==> src/rtl/spi_rom_loader.sv <==
// spi_rom_loader
//
// SPI mode-0 slave that feeds the write port of the dual-port boot ROM.
// The host streams a command byte, a 24-bit big-endian address and then data
// bytes.  Each data byte whose address falls inside the ROM window produces
// a one-cycle write strobe.  The address auto-increments after every data
// byte, whether or not that byte was written.
//
// Optional build macro: SPI_ROM_LOADER_CHECKSUM_EN
//   Adds output checksum[7:0].  It holds the modulo-256 sum of every byte
//   written since the last accepted write command, and keeps that value
//   after the transfer ends.
//
// Ports
//   clk       in   system clock, at least 4x SCLK
//   resetn    in   asynchronous active-low reset
//   spi_csn   in   chip select, active low, asynchronous to clk
//   spi_sclk  in   SPI clock (mode 0), asynchronous to clk
//   spi_mosi  in   serial data, MSB first
//   we_b      out  ROM write strobe, one clk wide
//   addr_b    out  ROM write address
//   din_b     out  ROM write data
//   loading   out  high while a valid write transfer is open
//   checksum  out  sum of written bytes (SPI_ROM_LOADER_CHECKSUM_EN only)
//
// state    | meaning
// ---------+------------------------------------------------------------
// S_IDLE   | chip select high, waiting for it to fall
// S_CMD    | receiving the command byte
// S_ADDR   | receiving the three address bytes, MSB first
// S_DATA   | receiving data bytes, writing the in-window ones
// S_IGNORE | command not recognised, discard bytes until csn rises

module spi_rom_loader #(
   parameter int          ADDRESS_WIDTH = 14,
   parameter int          DATA_WIDTH    = 8,   // only 8 is supported
   parameter logic [23:0] BASE_ADDR     = 24'h000000,
   parameter logic [7:0]  CMD_WRITE     = 8'h00
) (
   input  logic                     clk,
   input  logic                     resetn,
   input  logic                     spi_csn,
   input  logic                     spi_sclk,
   input  logic                     spi_mosi,
   output logic                     we_b,
   output logic [ADDRESS_WIDTH-1:0] addr_b,
   output logic [DATA_WIDTH-1:0]    din_b,
   output logic                     loading
`ifdef SPI_ROM_LOADER_CHECKSUM_EN
   ,
   output logic [7:0]               checksum
`endif
);

   typedef enum logic [2:0] {
      S_IDLE,
      S_CMD,
      S_ADDR,
      S_DATA,
      S_IGNORE
   } state_t;

   localparam logic [24:0] WIN_SIZE = 25'(1) << ADDRESS_WIDTH;

   // synchronisers and edge detection
   logic [1:0] r_csn_sync;
   logic [1:0] r_sclk_sync;
   logic [1:0] r_mosi_sync;
   logic       r_csn_d;
   logic       r_sclk_d;
   logic       w_csn;
   logic       w_csn_fall;
   logic       w_csn_rise;
   logic       w_sclk_rise;

   always_ff @(posedge clk or negedge resetn) begin
      if (!resetn) begin
         r_csn_sync  <= 2'b11;
         r_sclk_sync <= 2'b00;
         r_mosi_sync <= 2'b00;
         r_csn_d     <= 1'b1;
         r_sclk_d    <= 1'b0;
      end else begin
         r_csn_sync  <= {r_csn_sync[0], spi_csn};
         r_sclk_sync <= {r_sclk_sync[0], spi_sclk};
         r_mosi_sync <= {r_mosi_sync[0], spi_mosi};
         r_csn_d     <= r_csn_sync[1];
         r_sclk_d    <= r_sclk_sync[1];
      end
   end

   assign w_csn       = r_csn_sync[1];
   assign w_csn_fall  = ~w_csn & r_csn_d;
   assign w_csn_rise  = w_csn & ~r_csn_d;
   assign w_sclk_rise = r_sclk_sync[1] & ~r_sclk_d;

   // byte assembly; r_byte_done pulses the cycle after the 8th rising edge
   logic [7:0] r_shift;
   logic [2:0] r_bit_cnt;
   logic       r_byte_done;

   always_ff @(posedge clk or negedge resetn) begin
      if (!resetn) begin
         r_shift     <= 8'h00;
         r_bit_cnt   <= 3'd0;
         r_byte_done <= 1'b0;
      end else begin
         r_byte_done <= 1'b0;
         if (w_csn) begin
            r_bit_cnt <= 3'd0;
         end else if (w_sclk_rise) begin
            r_shift     <= {r_shift[6:0], r_mosi_sync[1]};
            r_bit_cnt   <= r_bit_cnt + 3'd1;
            r_byte_done <= (r_bit_cnt == 3'd7);
         end
      end
   end

   // transfer FSM
   state_t                   r_state;
   state_t                   w_state_nxt;
   logic [23:0]              r_addr;
   logic [23:0]              w_addr_nxt;
   logic [1:0]               r_aidx;
   logic [1:0]               w_aidx_nxt;
   logic                     r_we;
   logic                     w_we_nxt;
   logic [ADDRESS_WIDTH-1:0] r_addr_b;
   logic [ADDRESS_WIDTH-1:0] w_addr_b_nxt;
   logic [DATA_WIDTH-1:0]    r_din;
   logic [DATA_WIDTH-1:0]    w_din_nxt;
   logic                     r_loading;
   logic                     w_loading_nxt;
   logic [23:0]              w_off;
   logic                     w_in_win;
`ifdef SPI_ROM_LOADER_CHECKSUM_EN
   logic [7:0]               r_csum;
   logic [7:0]               w_csum_nxt;
`endif

   // modular offset: a single compare covers both window bounds
   assign w_off    = r_addr - BASE_ADDR;
   assign w_in_win = ({1'b0, w_off} < WIN_SIZE);

   always_comb begin
      w_state_nxt   = r_state;
      w_addr_nxt    = r_addr;
      w_aidx_nxt    = r_aidx;
      w_we_nxt      = 1'b0;
      w_addr_b_nxt  = r_addr_b;
      w_din_nxt     = r_din;
      w_loading_nxt = r_loading;
`ifdef SPI_ROM_LOADER_CHECKSUM_EN
      w_csum_nxt    = r_csum;
`endif
      if (w_csn_rise) begin
         w_state_nxt   = S_IDLE;
         w_loading_nxt = 1'b0;
      end else begin
         case (r_state)
            S_IDLE: begin
               if (w_csn_fall) w_state_nxt = S_CMD;
            end
            S_CMD: begin
               if (r_byte_done) begin
                  if (r_shift == CMD_WRITE) begin
                     w_state_nxt   = S_ADDR;
                     w_loading_nxt = 1'b1;
                     w_aidx_nxt    = 2'd0;
`ifdef SPI_ROM_LOADER_CHECKSUM_EN
                     w_csum_nxt    = 8'h00;
`endif
                  end else begin
                     w_state_nxt = S_IGNORE;
                  end
               end
            end
            S_ADDR: begin
               if (r_byte_done) begin
                  w_addr_nxt = {r_addr[15:0], r_shift};
                  w_aidx_nxt = r_aidx + 2'd1;
                  if (r_aidx == 2'd2) w_state_nxt = S_DATA;
               end
            end
            S_DATA: begin
               if (r_byte_done) begin
                  if (w_in_win) begin
                     w_we_nxt     = 1'b1;
                     w_din_nxt    = r_shift;
                     w_addr_b_nxt = w_off[ADDRESS_WIDTH-1:0];
`ifdef SPI_ROM_LOADER_CHECKSUM_EN
                     w_csum_nxt   = r_csum + r_shift;
`endif
                  end
                  w_addr_nxt = r_addr + 24'd1;
               end
            end
            S_IGNORE: begin
            end
            default: begin
               w_state_nxt = S_IDLE;
            end
         endcase
      end
   end

   always_ff @(posedge clk or negedge resetn) begin
      if (!resetn) begin
         r_state   <= S_IDLE;
         r_addr    <= 24'h000000;
         r_aidx    <= 2'd0;
         r_we      <= 1'b0;
         r_addr_b  <= '0;
         r_din     <= '0;
         r_loading <= 1'b0;
`ifdef SPI_ROM_LOADER_CHECKSUM_EN
         r_csum    <= 8'h00;
`endif
      end else begin
         r_state   <= w_state_nxt;
         r_addr    <= w_addr_nxt;
         r_aidx    <= w_aidx_nxt;
         r_we      <= w_we_nxt;
         r_addr_b  <= w_addr_b_nxt;
         r_din     <= w_din_nxt;
         r_loading <= w_loading_nxt;
`ifdef SPI_ROM_LOADER_CHECKSUM_EN
         r_csum    <= w_csum_nxt;
`endif
      end
   end

   assign we_b    = r_we;
   assign addr_b  = r_addr_b;
   assign din_b   = r_din;
   assign loading = r_loading;
`ifdef SPI_ROM_LOADER_CHECKSUM_EN
   assign checksum = r_csum;
`endif

endmodule

==> config.mk <==
export PLATFORM = sky130hd
export DESIGN_NAME = spi_rom_loader
export DESIGN_NICKNAME = d
export VERILOG_FILES = /design/src/rtl/spi_rom_loader.sv
export SDC_FILE = /design/constraint.sdc
export NUM_CORES = 1
export LEC_CHECK = 0
export BUFFER_PORTS_ARGS = -buffer_cell sky130_fd_sc_hd__buf_2
export CAP_MARGIN = 10
export CORE_MARGIN = 2
export CORE_UTILIZATION = 34
export DETAILED_ROUTE_END_ITERATION = 7
export PLACE_DENSITY = 0.51
export SLEW_MARGIN = 20
export SYNTH_ARGS = -nofsm -noshare
export SYNTH_HDL_FRONTEND = slang
export SYNTH_SLANG_ARGS = --single-unit
==> constraint.sdc <==
create_clock -name clk -period 2.3 [get_ports clk]
set_input_delay 0.345 -clock clk [delete_from_list [all_inputs] [get_ports clk]]
set_output_delay 0.345 -clock clk [all_outputs]
set_load 0.03 [all_outputs]
==> impl_metrics.env, run 1 <==
export IMPL_outcome="finished with violations"
export IMPL_violations="hold timing"
export IMPL_p_int_mw=2.20
export IMPL_layout_drive_gt1_share_pct=27.4
export IMPL_clk_latency_ps=350
export IMPL_wl_per_cell_um=16.3
export IMPL_post_cts_resized=0
export IMPL_synth_nets=350
export IMPL_tns_ps=0
export IMPL_ios=29
export IMPL_remaining_drc_errors=0
export IMPL_cts_tree="built"
export IMPL_total_leakage_power_nw=1.94
export IMPL_drtIter0Drc=225
export IMPL_grt_max_degree=74
export IMPL_grt_pass1_vias=2884
export IMPL_max_slew_margin_rel_pct=61.3
export IMPL_ys_seq_elements=73
export IMPL_post_dp_hpwl_mm=5.75
export IMPL_routed_via_density=5.52
export IMPL_power_density_nw_per_um2=747
export IMPL_finalMaxSlewViolations=0
export IMPL_path_clk_slew_ps=80
export IMPL_max_freq_mhz=497
export IMPL_async_flop_share_pct=100
export IMPL_cp_slowest_cell="dfstp_2"
export IMPL_die_area_um2=11500
export IMPL_finalCriticalPeriod_ps=2010
export IMPL_synth_distinct_cells=59
export IMPL_hold_viol=2
export IMPL_yosysMostFrequentCell="dfrtp_1"
export IMPL_cts_sinks=73
export IMPL_diodes=0
export IMPL_routed_wl_mm=8.33
export IMPL_max_cap_viol_count=0
export IMPL_grt_setup_unrepaired="no"
export IMPL_ctsLongestPathBuffers=2
export IMPL_htreeDepth=3
export IMPL_p_sw_share_pct=29.3
export IMPL_vias=2824
export IMPL_core_um2=10300
export IMPL_critPathKind="register to register"
export IMPL_comb_power_share_pct=14.9
export IMPL_crit_chain="inv_1 -> ha_1 -> buf_4 -> nor4bb_4 -> buf_4 -> and3_1 -> a32o_1 -> nor2_1"
export IMPL_die_width_um=107
export IMPL_vdd_ir_drop_max_mv=0.417
export IMPL_holdBufCountCts=0
export IMPL_period_share_pct=87.5
export IMPL_dr_pass1_iters=6
export IMPL_cpMostUsedCell="buf_4"
export IMPL_clkPwrFrac_pct=36.1
export IMPL_num_nets_final=381
export IMPL_synth_cells=340
export IMPL_cts_root_buf="clkbuf_8"
export IMPL_grt_pass1_wl_mm=14.4
export IMPL_synth_common_cells="70 x dfrtp_1, 30 x mux2_2, 29 x nor2_1"
export IMPL_critPathMaxFanout=24
export IMPL_placed_cells=496
export IMPL_yosys_warnings=0
export IMPL_initial_core_util_pct=35.2
export IMPL_critPathMaxStageDelay_ps=520
export IMPL_final_cell_count_no_fill=512
export IMPL_finalClockSkew_ps=11.3
export IMPL_post_cts_buffers=0
export IMPL_mappedNetlistArea_um2=3630
export IMPL_ys_top_cells_by_area="dfrtp_1 48%, mux2_2 9.3%, a21oi_1 3.2%"
export IMPL_whs_ps=-0.0889
export IMPL_portBuffers=28
export IMPL_grt_antenna_before_repair=0
export IMPL_tightest_slew_ps=575
export IMPL_r2r_slack_ps=290
export IMPL_rows=37
export IMPL_grt_overflow_total=0
export IMPL_crit_arrival_ps=2250
export IMPL_gp_congestion=0.881
export IMPL_areaGrowthSynthToFinish_pct=14.8
export IMPL_crit_required_ps=2540
export IMPL_synth_main_ff_cell="dfrtp_1"
export IMPL_worst_setup_path_start_kind="register"
export IMPL_hold_class="input port to async pin"
export IMPL_final_util_pct=40.4
export IMPL_netlist_area_leader_share_pct=48.3
export IMPL_critPathCaptureType="register"
export IMPL_post_synth_cell_area_avg_um2=10.7
export IMPL_drtAntennaViolNets=0
export IMPL_p_seq_share_pct=49.0
export IMPL_synth_area_leader_cell="dfrtp_1"
export IMPL_power_switching_mw=0.911
export IMPL_ys_seq_area_share_pct=50.4
export IMPL_finalSetupViolCount=0
export IMPL_grt_usage_pct=15.8
export IMPL_numCtsBuffers=9
export IMPL_die_y_um=107
export IMPL_synth_edf_count=0
## cell usage in the layout (no fill, tap or decap), drive strengths merged, types with 4 or more instances in the layout
cell and n:
a21oi 23, inv 8, nor3 16, nand4 12, mux2 30, nand3 12, dfrtp 70, buf 44
nor2 29, o22a 5, o21ai 15, o22ai 5, nand2 15, nor4 8, a211oi 5, and3 5
a31oi 4, clkinv 4, ha 5, clkbuf 10, and4 5
## through the flow
| step | power, mW | cell area, µm² | hold WS, ps | setup WS [ps] |
|---|---|---|---|---|
| global route | 3.29 | 4170 | 12.6 | 104 |
| CTS | 3.14 | 4170 | 14.8 | 275 |
| detailed placement | 2.01 | 3950 | 335 | 305 |
| global placement | 2.01 | 3950 | 335 | 315 |
| floorplan | 1.84 | 3630 | 49.4 | 285 |
| finish | 3.11 | 4170 | -0.0889 | 288 |
## worst paths after layout
check,from,to,depth (start not counted)
setup / recovery,r_csn_d,r_addr[23],8
hold / removal,resetn,addr_b[10],2
setup reg to reg,r_csn_d,r_addr[23],8
hold reg to reg,r_mosi_sync[0],r_mosi_sync[1],0
max in group asynchronous,resetn,r_csn_d,2
min in group clk,spi_csn,r_csn_sync[0],1
## registers in the layout, indices dropped and copies added, names as in the netlist, 2 cells and up
signal,count
r_sclk_sync,2
addr_b,14
din_b,8
r_aidx,2
r_state,3
r_mosi_sync,2
r_bit_cnt,3
r_shift,8
r_addr,24
r_csn_sync,2
## cell families after synthesis
logic type | Yosys count | synth area share [%]
AO/OA/AOI/OAI | 75 | 13.5
XOR/XNOR | 1 | 0.241
adder cells (fa/ha/maj) | 5 | 1.72
buffers and inverters | 32 | 4.72
flip-flops | 73 | 50.4
multiplexers | 32 | 9.86
AND/OR/NAND/NOR | 122 | 19.5
## metal layers
| layer | track usage, % | vias to the layer above | part of all wire [%] |
|---|---|---|---|
| met5 | 0 | - | 0 |
| met4 | 4.64 | 0 | 1.4 |
| met3 | 4.90 | 13 | 5.5 |
| met2 | 24.3 | 84 | 47 |
| met1 | 21.3 | 1394 | 46 |
| li1 | - | 1333 | - |
## critical path: cells and delay by family, from the launching register on
family	cells	cell delay (ps)
adder cells (fa/ha/maj)	1	200
buffers and inverters	3	500
flip-flops	1	520
AO/OA/AOI/OAI	1	170
AND/OR/NAND/NOR	3	500
## final cells by class
class                      count  area (µm²)
multi-input combinational    235        1640
clock buffer                  10         128
tap                          136         170
fill                        1003        6160
timing repair buffer          44         275
inverter                       8        30.0
clock inverter                 6        91.3
sequential                    73        1830
## power by group through the flow
stage,Sequential [mW],Combinational [mW],Clock [mW]
global placement,1.55,0.457,0
detailed placement,1.55,0.462,0
finish,1.53,0.463,1.12
global route,1.55,0.517,1.22
floorplan,1.46,0.380,0
CTS,1.53,0.465,1.15
(Power assumes the default switching activity.)
==> run 2: changes to the inputs <==
==> constraint.sdc (replaced) <==
create_clock -name clk -period 2.3 [get_ports clk]
set_input_delay 0.23 -clock clk [delete_from_list [all_inputs] [get_ports clk]]
set_output_delay 0.23 -clock clk [all_outputs]
set_load 0.03 [all_outputs]
==> impl_metrics.env, run 2 (synthesized netlist as in run 1, its figures left out) <==
export IMPL_crit_start="r_csn_d"
export IMPL_num_nets_final=385
export IMPL_finalCriticalPeriod_ps=2020
export IMPL_r2r_start="r_csn_d"
export IMPL_die_width_um=107
export IMPL_clkPwrFrac_pct=35.9
export IMPL_diodes=0
export IMPL_post_dp_hpwl_mm=5.75
export IMPL_p_int_mw=2.21
export IMPL_critPathKind="register to register"
export IMPL_placed_cell_area_um2=3950
export IMPL_grt_busiest_layer="met2"
export IMPL_finalSetupViolCount=0
export IMPL_cts_root_buf="clkbuf_8"
export IMPL_worst_setup_path_start_kind="register"
export IMPL_fin_area_um2=4210
export IMPL_routed_via_density=5.53
export IMPL_areaGrowthSynthToFinish_pct=15.9
export IMPL_clk_latency_ps=350
export IMPL_drtAntennaViolNets=0
export IMPL_power_mw=3.11
export IMPL_grt_setup_unrepaired="no"
export IMPL_layout_drive_gt1_share_pct=27.1
export IMPL_die_area_um2=11500
export IMPL_crit_required_ps=2540
export IMPL_p_sw_share_pct=29.1
export IMPL_vdd_ir_drop_max_mv=0.417
export IMPL_fillers=1000
export IMPL_finalClockSkew_ps=12.1
export IMPL_max_slew_margin_rel_pct=61.0
export IMPL_drtIter0Drc=220
export IMPL_cts_sinks=73
export IMPL_layout_common_cells="70 x dfrtp_1, 30 x mux2_2, 29 x nor2_1"
export IMPL_cts_tree="built"
export IMPL_hold_class="register to register"
export IMPL_max_cap_viol_count=0
export IMPL_hold_viol=0
export IMPL_critPathCaptureType="register"
export IMPL_use_met2_pct=24.4
export IMPL_power_switching_mw=0.907
export IMPL_dp_slack_ps=305
export IMPL_htreeDepth=3
export IMPL_total_leakage_power_nw=1.96
export IMPL_grt_antenna_before_repair=0
export IMPL_routed_wl_mm=8.29
export IMPL_ctsLongestPathBuffers=2
export IMPL_numCtsBuffers=9
export IMPL_setup_slack_ps=283
export IMPL_tightest_slew_ps=579
export IMPL_rows=37
export IMPL_groute_layer_met1_usage_pct=21.4
export IMPL_crit_arrival_ps=2250
export IMPL_max_freq_mhz=496
export IMPL_grt_overflow_total=0
export IMPL_largest_register_ffs=24
export IMPL_gp_congestion=0.881
export IMPL_grt_usage_pct=15.8
export IMPL_grt_pass1_vias=2896
export IMPL_max_flop_register="r_addr"
export IMPL_worstHoldStart="r_mosi_sync[0]"
export IMPL_die_y_um=107
export IMPL_p_seq_share_pct=49.0
export IMPL_path_clk_slew_ps=80
export IMPL_power_density_nw_per_um2=740
export IMPL_grt_pass1_wl_mm=14.4
export IMPL_initial_core_util_pct=35.2
export IMPL_outcome="completed"
export IMPL_grt_max_degree=74
export IMPL_wl_per_cell_um=16.1
export IMPL_ios=29
export IMPL_tns_ps=0
export IMPL_final_common_cell="dfrtp_1"
export IMPL_portBuffers=28
export IMPL_period_share_pct=87.7
export IMPL_core_um2=10300
export IMPL_grtUsageMet3_pct=4.84
export IMPL_final_util_pct=40.8
export IMPL_comb_power_share_pct=15.1
export IMPL_critPathMaxFanout=24
export IMPL_vias=2855
export IMPL_r2r_slack_ps=280
export IMPL_remaining_drc_errors=0
export IMPL_finalMaxSlewViolations=0
export IMPL_dr_pass1_iters=5
==> run 2: changes by cell type in the layout (fill, tap and decap cells not counted), sizes merged <==
cell / previous run / this run
dlygate4sd3: 0 / 4
==> run 2: what timing repair did <==
action                    CTS  global route
hold endpoints to repair   73             0
buffers inserted            0             0
resized for setup           0             0
hold buffers                4             0
==> run 2: area by class of cell <==
cell class	count	area, µm²	share of cell area [%]
Clock buffer	10	128	3.03
Clock inverter	6	91.3	2.17
Inverter	8	30.0	0.714
Multi-Input combinational cell	235	1640	39.0
Sequential cell	73	1830	43.5
Tap cell	136	170	4.04
Timing Repair Buffer	48	315	7.49
==> run 2: final timing paths <==
kind,endpoint,cells after the start
max,r_addr[23],8
min,r_mosi_sync[1],0
max reg2reg,r_addr[23],8
min reg2reg,r_mosi_sync[1],0
max in group asynchronous,r_csn_d,3
min in group asynchronous,r_addr[10],3
==> run 2: metrics by stage <==
stage / cells / hold slack (ps)
final: 516 / 350
after global routing: 516 / 362
after CTS: 516 / 352
after detailed placement: 496 / 282
after global placement: 496 / 273
after floorplan: 340 / -65.6
==> run 2: critical path, stage by stage (launching register included) <==
cell and delay, ps:
dfstp_2 520, inv_1 30, ha_1 200, buf_4 170
nor4bb_4 270, buf_4 300, and3_1 190, a32o_1 170
nor2_1 40
==> run 2: per-layer routing <==
layer / up-vias / wire length (µm)
met5: - / 0
met4: 0 / 125
met3: 16 / 518
met2: 99 / 3870
met1: 1400 / 3780
li1: 1340 / -
==> run 2: power by group through the flow <==
stage | combinational (mW) | clock, mW | sequential, mW
4_1_cts | 0.470 | 1.15 | 1.53
3_3_place_gp | 0.457 | 0 | 1.55
2_1_floorplan | 0.380 | 0 | 1.46
6_report | 0.470 | 1.12 | 1.53
3_5_place_dp | 0.462 | 0 | 1.55
5_1_grt | 0.523 | 1.22 | 1.55
==> run 3: changes to the inputs <==
Settings changed: ABC_AREA set to 1.
==> impl_metrics.env, run 3 <==
export IMPL_max_freq_mhz=538
export IMPL_fin_area_um2=4360
export IMPL_vdd_ir_drop_max_mv=0.411
export IMPL_finalMaxSlewViolations=0
export IMPL_cp_slowest_cell="dfstp_2"
export IMPL_grt_antenna_before_repair=0
export IMPL_outcome="completed"
export IMPL_dp_slack_ps=446
export IMPL_period_share_pct=80.8
export IMPL_post_synth_cell_area_avg_um2=7.55
export IMPL_path_clk_slew_ps=80
export IMPL_synth_main_ff_cell="dfrtp_1"
export IMPL_die_area_um2=12000
export IMPL_critPathKind="register to register"
export IMPL_setup_slack_ps=441
export IMPL_grt_setup_unrepaired="no"
export IMPL_num_nets_final=550
export IMPL_netlist_area_leader_share_pct=46.1
export IMPL_die_width_um=110
export IMPL_routed_via_density=4.75
export IMPL_areaGrowthSynthToFinish_pct=14.7
export IMPL_dr_pass1_iters=4
export IMPL_cts_root_buf="clkbuf_8"
export IMPL_critPathMaxFanout=28
export IMPL_grt_max_degree=45
export IMPL_finalClockSkew_ps=7.05
export IMPL_tns_ps=0
export IMPL_drtIter0Drc=153
export IMPL_largest_register_ffs=24
export IMPL_max_slew_margin_rel_pct=63.2
export IMPL_grt_usage_pct=16.3
export IMPL_tightest_slew_ps=551
export IMPL_synth_area_leader_cell="dfrtp_1"
export IMPL_worst_setup_path_start_kind="register"
export IMPL_ys_seq_area_share_pct=48.2
export IMPL_crit_chain="inv_1 -> ha_1 -> nor2_4 -> nand2_1 -> inv_2 -> o21ai_0 -> a22oi_1"
export IMPL_max_cap_viol_count=0
export IMPL_wl_per_cell_um=13.3
export IMPL_routed_wl_mm=9.08
export IMPL_drtAntennaViolNets=0
export IMPL_post_dp_hpwl_mm=6.64
export IMPL_hold_viol=0
export IMPL_yosys_warnings=0
export IMPL_die_y_um=110
export IMPL_grt_pass1_wl_mm=15.1
export IMPL_rows=38
export IMPL_r2r_slack_ps=440
export IMPL_total_leakage_power_nw=2.17
export IMPL_numCtsBuffers=9
export IMPL_whs_ps=351
export IMPL_ys_top_cells_by_area="dfrtp_1 46%, nand2_1 12%, inv_1 7.9%"
export IMPL_max_flop_register="r_addr"
export IMPL_crit_arrival_ps=2120
export IMPL_async_flop_share_pct=100
export IMPL_clk_latency_ps=350
export IMPL_critPathMaxStageDelay_ps=520
export IMPL_finalSetupViolCount=0
export IMPL_diodes=0
export IMPL_ys_seq_elements=73
export IMPL_initial_core_util_pct=34.9
export IMPL_finalCriticalPeriod_ps=1860
export IMPL_gp_congestion=0.880
export IMPL_vias=3252
export IMPL_synth_distinct_cells=26
export IMPL_final_util_pct=40.0
export IMPL_layout_drive_gt1_share_pct=12.3
export IMPL_grt_pass1_vias=3165
export IMPL_fillers=1145
export IMPL_htreeDepth=3
export IMPL_yosysMostFrequentCell="nand2_1"
export IMPL_placed_cell_area_um2=4100
export IMPL_remaining_drc_errors=0
export IMPL_power_mw=2.97
export IMPL_grt_overflow_total=0
export IMPL_ios=29
export IMPL_final_common_cell="nand2_1"
export IMPL_mappedNetlistArea_um2=3800
export IMPL_final_cell_count_no_fill=685
export IMPL_ctsLongestPathBuffers=2
export IMPL_cts_tree="built"
export IMPL_hold_class="register to register"
export IMPL_synth_cells=503
export IMPL_cts_sinks=73
export IMPL_layout_common_cells="121 x nand2_1, 80 x inv_1, 70 x dfrtp_1"
export IMPL_core_um2=10900
export IMPL_critPathTopFamily="flip-flops"
export IMPL_crit_required_ps=2560
export IMPL_power_density_nw_per_um2=682
export IMPL_synth_nets=513
export IMPL_synth_common_cells="121 x nand2_1, 80 x inv_1, 70 x dfrtp_1"
export IMPL_placed_cells=665
export IMPL_synth_edf_count=0
export IMPL_cp_num_buf_inv=2
export IMPL_portBuffers=28
export IMPL_critPathCaptureType="register"
==> run 3: cell type report <==
cell class              count  area [µm²]  share of cell area (%)
clock buffers              12         165                    3.79
inverters                  82         308                    7.06
clock inverters             4        50.0                    1.15
well taps                 140         175                    4.02
repair buffers             40         268                    6.14
multi-input cells         334        1560                    35.8
flip-flops and latches     73        1830                    42.0
==> run 3: cells by family after synthesis <==
logic type               after synthesis  synth area share (%)
XOR/XNOR                               1                 0.231
AND/OR/NAND/NOR                      238                  26.9
flip-flops                            73                  48.2
adder cells (fa/ha/maj)                5                  1.65
AO/OA/AOI/OAI                         90                  12.3
buffers and inverters                 96                  10.7
==> run 3: final timing paths <==
kind                                      from        endpoint  cells after the start
worst max-delay path                   r_csn_d       r_addr[8]                      7
worst min-delay path            r_mosi_sync[0]  r_mosi_sync[1]                      0
worst max register to register         r_csn_d       r_addr[8]                      7
worst min register to register  r_mosi_sync[0]  r_mosi_sync[1]                      0
max in group asynchronous               resetn   r_csn_sync[1]                      3
min in group asynchronous               resetn      r_addr[21]                      2
==> run 3: repair_timing <==
item / in CTS / in global routing
buffers inserted: 0 / 0
endpoints found under the hold margin: 32 / 0
hold buffers: 4 / 0
resized for setup: 0 / 0
==> run 3: per-layer routing <==
layer / vias to the layer above / track usage (%) / part of all wire [%]
met5: - / 0 / 0
met4: 0 / 5.15 / 0.84
met3: 8 / 4.09 / 3.0
met2: 56 / 26.7 / 47
met1: 1527 / 21.3 / 49
li1: 1661 / - / -
==> run 3: where the power goes <==
part / total [mW] / internal, mW / switching, mW
clock: 1.08 / 0.588 / 0.487
sequential: 1.41 / 1.35 / 0.0583
combinational: 0.489 / 0.159 / 0.330
total: 2.97 / 2.10 / 0.876
